<file path="config.mk">
export PLATFORM = sky130hd
export DESIGN_NAME = mole_scheduler
export DESIGN_NICKNAME = d
export VERILOG_FILES = /design/src/rtl/whack_pkg.sv /design/src/rtl/mole_lfsr.sv /design/src/rtl/mole_scheduler.sv
export SDC_FILE = /design/constraint.sdc
export NUM_CORES = 1
export LEC_CHECK = 0
export CORE_AREA = 2 2 70 72
export DETAILED_ROUTE_END_ITERATION = 8
export DIE_AREA = 0 0 72 74
export GPL_TIMING_DRIVEN = 0
export PLACE_DENSITY = 0.7
export SYNTH_ARGS = -nofsm -noshare
export SYNTH_HDL_FRONTEND = slang
export SYNTH_SLANG_ARGS = --single-unit
</file>
<file path="constraint.sdc">
create_clock -name clk -period 2 [get_ports clk]
set_input_delay 0.3 -clock clk [delete_from_list [all_inputs] [get_ports clk]]
set_output_delay 0.3 -clock clk [all_outputs]
set_load 0.02 [all_outputs]
</file>
<file path="src/rtl/whack_pkg.sv">
// Shared types and constants for the whack-a-mole mole scheduler.
package whack_pkg;

    localparam int               LFSR_W     = 16;
    localparam logic [LFSR_W-1:0] LFSR_TAPS = 16'hB400;
    localparam int               TICK_CNT_W = 16;

    typedef enum logic [1:0] {
        S_OFF = 2'd0,
        S_GAP = 2'd1,
        S_UP  = 2'd2
    } state_t;

    // Galois step for x^16+x^14+x^13+x^11+1, shifting towards bit 0.
    function automatic logic [LFSR_W-1:0] lfsr_next(input logic [LFSR_W-1:0] s);
        return {1'b0, s[LFSR_W-1:1]} ^ (s[0] ? LFSR_TAPS : '0);
    endfunction

endpackage

</file>
<file path="src/rtl/mole_lfsr.sv">
// Purpose: free-running 16-bit Galois LFSR; a zero seed is replaced by 1.
// Latency: state advances once per clock outside reset.
// Backpressure: none, never stalls.
module mole_lfsr
    import whack_pkg::*;
#(
    parameter logic [LFSR_W-1:0] SEED = 16'hACE1
) (
    input  logic              clk,
    input  logic              reset_n,
    output logic [LFSR_W-1:0] o_state
);

    localparam logic [LFSR_W-1:0] C_SEED = (SEED == '0) ? 16'h0001 : SEED;

    logic [LFSR_W-1:0] r_state;

    always_ff @(posedge clk) begin
        if (!reset_n) r_state <= C_SEED;
        else          r_state <= lfsr_next(r_state);
    end

    assign o_state = r_state;

endmodule

</file>
<file path="src/rtl/mole_scheduler.sv">
// Purpose: raises one pseudo-random mole at a time, reports hit/miss; MOLE_WRONG_PENALTY_EN makes wrong-hole presses a miss.
// Latency: all outputs registered; a hit edge sampled at edge k shows hit_pulse after edge k.
// Backpressure: none; tick and button inputs are sampled every cycle and never stalled.
module mole_scheduler
    import whack_pkg::*;
#(
    parameter int                N_HOLES   = 4,
    parameter int                UP_TICKS  = 500,
    parameter int                GAP_TICKS = 200,
    parameter logic [LFSR_W-1:0] LFSR_SEED = 16'hACE1,
    localparam int               IDX_W     = $clog2(N_HOLES)
) (
    input  logic               clk,
    input  logic               reset_n,
    input  logic               game_active,
    input  logic               tick,
    input  logic [N_HOLES-1:0] hit_btn,
    output logic [N_HOLES-1:0] mole_led,
    output logic [IDX_W-1:0]   mole_idx,
    output logic               hit_pulse,
    output logic               miss_pulse
);

    localparam logic [TICK_CNT_W-1:0] C_UP  = TICK_CNT_W'(UP_TICKS);
    localparam logic [TICK_CNT_W-1:0] C_GAP = TICK_CNT_W'(GAP_TICKS);
    localparam logic [TICK_CNT_W-1:0] C_ONE = TICK_CNT_W'(1);
    localparam logic [N_HOLES-1:0]    C_LED0 = N_HOLES'(1);

    state_t                r_state, w_nxt_state;
    logic [TICK_CNT_W-1:0] r_cnt, w_nxt_cnt;
    logic [N_HOLES-1:0]    r_btn_prev;
    logic [N_HOLES-1:0]    r_led, w_nxt_led;
    logic [IDX_W-1:0]      r_idx, w_nxt_idx;
    logic                  r_hit, w_nxt_hit;
    logic                  r_miss, w_nxt_miss;
    logic                  r_first, w_nxt_first;

    logic [LFSR_W-1:0]     w_lfsr;
    logic [N_HOLES-1:0]    w_edge;
    logic [IDX_W-1:0]      w_pick, w_pick_adj;
    logic                  w_unused_lfsr;

    mole_lfsr #(
        .SEED (LFSR_SEED)
    ) u_lfsr (
        .clk     (clk),
        .reset_n (reset_n),
        .o_state (w_lfsr)
    );

    assign w_edge        = hit_btn & ~r_btn_prev;
    assign w_pick        = w_lfsr[IDX_W-1:0];
    assign w_unused_lfsr = ^w_lfsr[LFSR_W-1:IDX_W];
    // Never repeat the previous hole, except for the first mole of a round.
    assign w_pick_adj    = (!r_first && (w_pick == r_idx)) ? w_pick + IDX_W'(1) : w_pick;

`ifdef MOLE_WRONG_PENALTY_EN
    logic w_wrong;
    assign w_wrong = |(w_edge & ~r_led);
`endif

    always_comb begin
        w_nxt_state = r_state;
        w_nxt_cnt   = r_cnt;
        w_nxt_led   = r_led;
        w_nxt_idx   = r_idx;
        w_nxt_hit   = 1'b0;
        w_nxt_miss  = 1'b0;
        w_nxt_first = r_first;
        if (!game_active) begin
            w_nxt_state = S_OFF;
            w_nxt_led   = '0;
            w_nxt_cnt   = '0;
        end else begin
            case (r_state)
                S_OFF: begin
                    w_nxt_state = S_GAP;
                    w_nxt_cnt   = C_GAP;
                    w_nxt_first = 1'b1;
                end
                S_GAP: begin
                    if (tick) begin
                        if (r_cnt == C_ONE) begin
                            w_nxt_state = S_UP;
                            w_nxt_idx   = w_pick_adj;
                            w_nxt_led   = C_LED0 << w_pick_adj;
                            w_nxt_cnt   = C_UP;
                            w_nxt_first = 1'b0;
                        end else begin
                            w_nxt_cnt = r_cnt - C_ONE;
                        end
                    end
                end
                S_UP: begin
                    if (w_edge[r_idx]) begin
                        w_nxt_hit   = 1'b1;
                        w_nxt_led   = '0;
                        w_nxt_cnt   = C_GAP;
                        w_nxt_state = S_GAP;
                    end
`ifdef MOLE_WRONG_PENALTY_EN
                    else if (w_wrong) begin
                        w_nxt_miss  = 1'b1;
                        w_nxt_led   = '0;
                        w_nxt_cnt   = C_GAP;
                        w_nxt_state = S_GAP;
                    end
`endif
                    else if (tick) begin
                        if (r_cnt == C_ONE) begin
                            w_nxt_miss  = 1'b1;
                            w_nxt_led   = '0;
                            w_nxt_cnt   = C_GAP;
                            w_nxt_state = S_GAP;
                        end else begin
                            w_nxt_cnt = r_cnt - C_ONE;
                        end
                    end
                end
                default: w_nxt_state = S_OFF;
            endcase
        end
    end

    always_ff @(posedge clk) begin
        if (!reset_n) begin
            r_state    <= S_OFF;
            r_cnt      <= '0;
            r_btn_prev <= '0;
            r_led      <= '0;
            r_idx      <= '0;
            r_hit      <= 1'b0;
            r_miss     <= 1'b0;
            r_first    <= 1'b1;
        end else begin
            r_state    <= w_nxt_state;
            r_cnt      <= w_nxt_cnt;
            r_btn_prev <= hit_btn;
            r_led      <= w_nxt_led;
            r_idx      <= w_nxt_idx;
            r_hit      <= w_nxt_hit;
            r_miss     <= w_nxt_miss;
            r_first    <= w_nxt_first;
        end
    end

    assign mole_led   = r_led;
    assign mole_idx   = r_idx;
    assign hit_pulse  = r_hit;
    assign miss_pulse = r_miss;

endmodule

</file>
==> run metrics <==
crit end category register; multi-input logic area between 1000 and 1500 sq um; CTS tree built; outcome finished, final reports clean; crit path max-delay cell type or4_4; clk_skew ~0.0066 ns; Netlist Area Pre-Place between 2000 and 2500 sq um; Chip Height between 70 and 80 microns; Ant. Diodes 0; 1st-iter DRT viols 148; worst skew pair latency roughly 0.3 ns; Hold-fix buffers, CTS 0; Slew @ Worst Pin between 0.6 and 0.7 ns; vias 1,852; Synth Area in XOR/XNOR roughly 2%; multiplexer share of the synthesized area roughly 2.7%; # rows 25; initial antenna violation count 0; number of flops mapped to enable cells by yosys 0; RSZ-0062 raised after global routing yes; commonest cells after routing, fill and taps aside dfxtp_1 (40), nand2_1 (18), clkdlybuf4s50_1 (14); Simple-Gate Fraction of Synth Area around a quarter; Clock Pin Slew Worst Setup and Hold Paths roughly 0.090 ns; H-tree depth 2; gr ovfl total 0; Seq cells post-synth 47; Final setup viols 0; P_leak between 1 and 1.5 nW; IO Count 16; clk sinks 47; CTS Buffer Depth 2; vias in the first global route approximately 1,600; Max FO, Critical Path 8; most common cell after layout, fill and taps aside dfxtp_1; Peak VDD IR between 0.0004 and 0.0005 V; placed cell area 2404 sq um; largest net degree at the start of global routing 17; clk root buf clkbuf_8; initial core utilization between 40 and 50%; design area approximately 2800 sq um; Worst slew margin 57.94%; Required @ worst endpoint between 2 and 2.5 ns; I/O Buffers 15; CP Cell Sequence nor4bb_4, nor4_4, buf_6, a21o_4, or4_4, a211oi_2; Layout area overhead 26.56%; first-pass GRT wire length 7.845 mm; Post-DP HPWL between 3 and 4 mm; element type at the critical path start register; Tot GR Track Use a little under a fifth; Wirelength per Cell ~15 microns; fill cell count roughly 360; drt pass-1 iters 4; synth unique cells 50; Vias/cell roughly 5.8; syn_area_per_cell 9.262 sq um; Post-DRT Antenna Nets 0; sequential fraction of the synthesis area between 40% and 50%; PD cells just over 700 nW/um^2; CP Class reg2reg; CTS buffer count 5; DRC violations left 0; Synth Warn # 0; gpl congestion a little under 0.9; FF/Latch Area between 900 and 1000 sq um; Post-synth ARST share 0%; reported max-cap violation count 0; share of cells above drive strength 1 around a fifth; Peak Freq a little over 500 MHz; Synth Area in Compound Gates 19.46%; total power 0.002010 W; Nets 280; Core ar. ~4600 sq um; Die X 72 microns; max incr delay on CP ~0.48 ns; Post-Synth Adder-Cell Area under 10%; dominant synthesized flop cell dfxtp_1; final worst path period share between 90% and 100%; Slew Viols, Final 0; Hold Path Class in2reg; Final min period 1.946 ns; arrival time worst endpoint approximately 2.2 ns; Post-Syn Nets 250; die area 5328 sq um; Post-Syn Instances 236; Hold Fails Final Rpt 0; total wire length between 4 and 5 mm; largest family of logic cells by synthesized area simple AND/OR/NAND/NOR gates
[per-layer routing]
metal  up-vias  GRT usage, %  wire (microns)
li1        930             -               -
met5         -             0               0
met1       873         27.70            2374
met3         7         4.201             202
met4         0         7.338              74
met2        42         26.75            2174
[sequential cells by signal, indices dropped and copies added, names as in the netlist]
signal	count
u_lfsr.o_state	16
r_first	1
hit_pulse	1
r_state	2
miss_pulse	1
mole_idx	2
r_btn_prev	4
mole_led	4
r_cnt	16
[cell families (layout without fill, tap and decap cells)]
group,count (synthesis),after routing
buffers and inverters,17,48
AOI/OAI and AO/OA,61,61
and+or+nand+nor,94,94
muxes,6,6
xor gates and xnor gates,5,5
adders and majority gates,6,6
DFF,47,47
[Yosys cell counts (all sizes together) (2+ instances only)]
| cell | instances | area [sq um] |
|---|---|---|
| and2 | 13 | 81.33 |
| a221oi | 2 | 17.52 |
| ha | 6 | 75.07 |
| nor3 | 10 | 50.05 |
| nand3 | 7 | 35.03 |
| buf | 4 | 26.27 |
| nor2b | 4 | 25.02 |
| nor4b | 3 | 26.28 |
| nand4b | 2 | 17.52 |
| xor2 | 2 | 17.52 |
| nor2 | 5 | 26.27 |
| a21boi | 2 | 15.01 |
| nor4 | 3 | 25.02 |
| nand2b | 7 | 43.79 |
| o31ai | 6 | 45.04 |
| or2 | 2 | 12.51 |
| a31oi | 7 | 50.05 |
| mux2i | 6 | 60.06 |
| a21oi | 10 | 50.05 |
| inv | 6 | 22.52 |
| dfxtp | 47 | 940.9 |
| xnor2 | 3 | 26.28 |
| or4 | 5 | 41.29 |
| nand2 | 19 | 71.32 |
| clkbuf | 7 | 26.28 |
| nand4 | 4 | 25.02 |
| o21ai | 11 | 55.05 |
| a211oi | 7 | 52.55 |
| a21o | 9 | 75.07 |
| or3 | 3 | 18.77 |
[stage by stage]
step           hold slack, ns  setup TNS, ns  instances  util, %  setup WS, ns
6_report               0.2441              0        321    60.16       0.05422
5_1_grt                0.2509        -0.4415        321    60.16      -0.04905
3_5_place_dp           0.3970         -7.366        305    52.27       -0.5197
2_1_floorplan          0.3730              0        236        -       0.02460
3_3_place_gp           0.3924         -6.652        305    52.27       -0.4493
4_1_cts                0.4212              0        313    56.49     0.0004776
[final timing paths]
kind	from	endpoint	slack, ns	cells after the start
max	mole_idx[1]$_SDFFE_PN0P_	r_cnt[15]$_SDFFE_PN0P_	0.05	6
min	hit_btn[1]	r_btn_prev[1]$_SDFF_PN0_	0.24	2
max reg2reg	mole_idx[1]$_SDFFE_PN0P_	r_cnt[15]$_SDFFE_PN0P_	0.05	6
min reg2reg	u_lfsr.o_state[8]$_SDFF_PN0_	u_lfsr.o_state[7]$_SDFF_PN1_	0.42	1
[worst max-delay path, delay by kind of cell (launching register included)]
kind,cells,cell delay [ns]
buffers and inverters,1,0.14
AOI/OAI and AO/OA,2,0.41
DFF,1,0.40
and+or+nand+nor,3,0.93
[timing repair]
action,CTS,global route
hold endpoints to repair,0,0
pin swaps,2,12
gates resized for setup,16,24
endpoints found under the setup margin,21,22
buffers inserted,0,8
[area by class of cell]
class	instances	share of cell area, %
Buffer	11	1.990
Clock inverter	3	1.719
Tap cell	54	2.442
Timing Repair Buffer	23	7.689
Sequential cell	47	34.51
Multi-Input combinational cell	172	48.35
Clock buffer	5	2.488
Inverter	6	0.8141
[power by group]
group          internal (W)  switching, W
Clock              0.000379      0.000332
Sequential         0.000970     0.0000259
Combinational      0.000146      0.000157
Power figures use the tool's default switching activity.
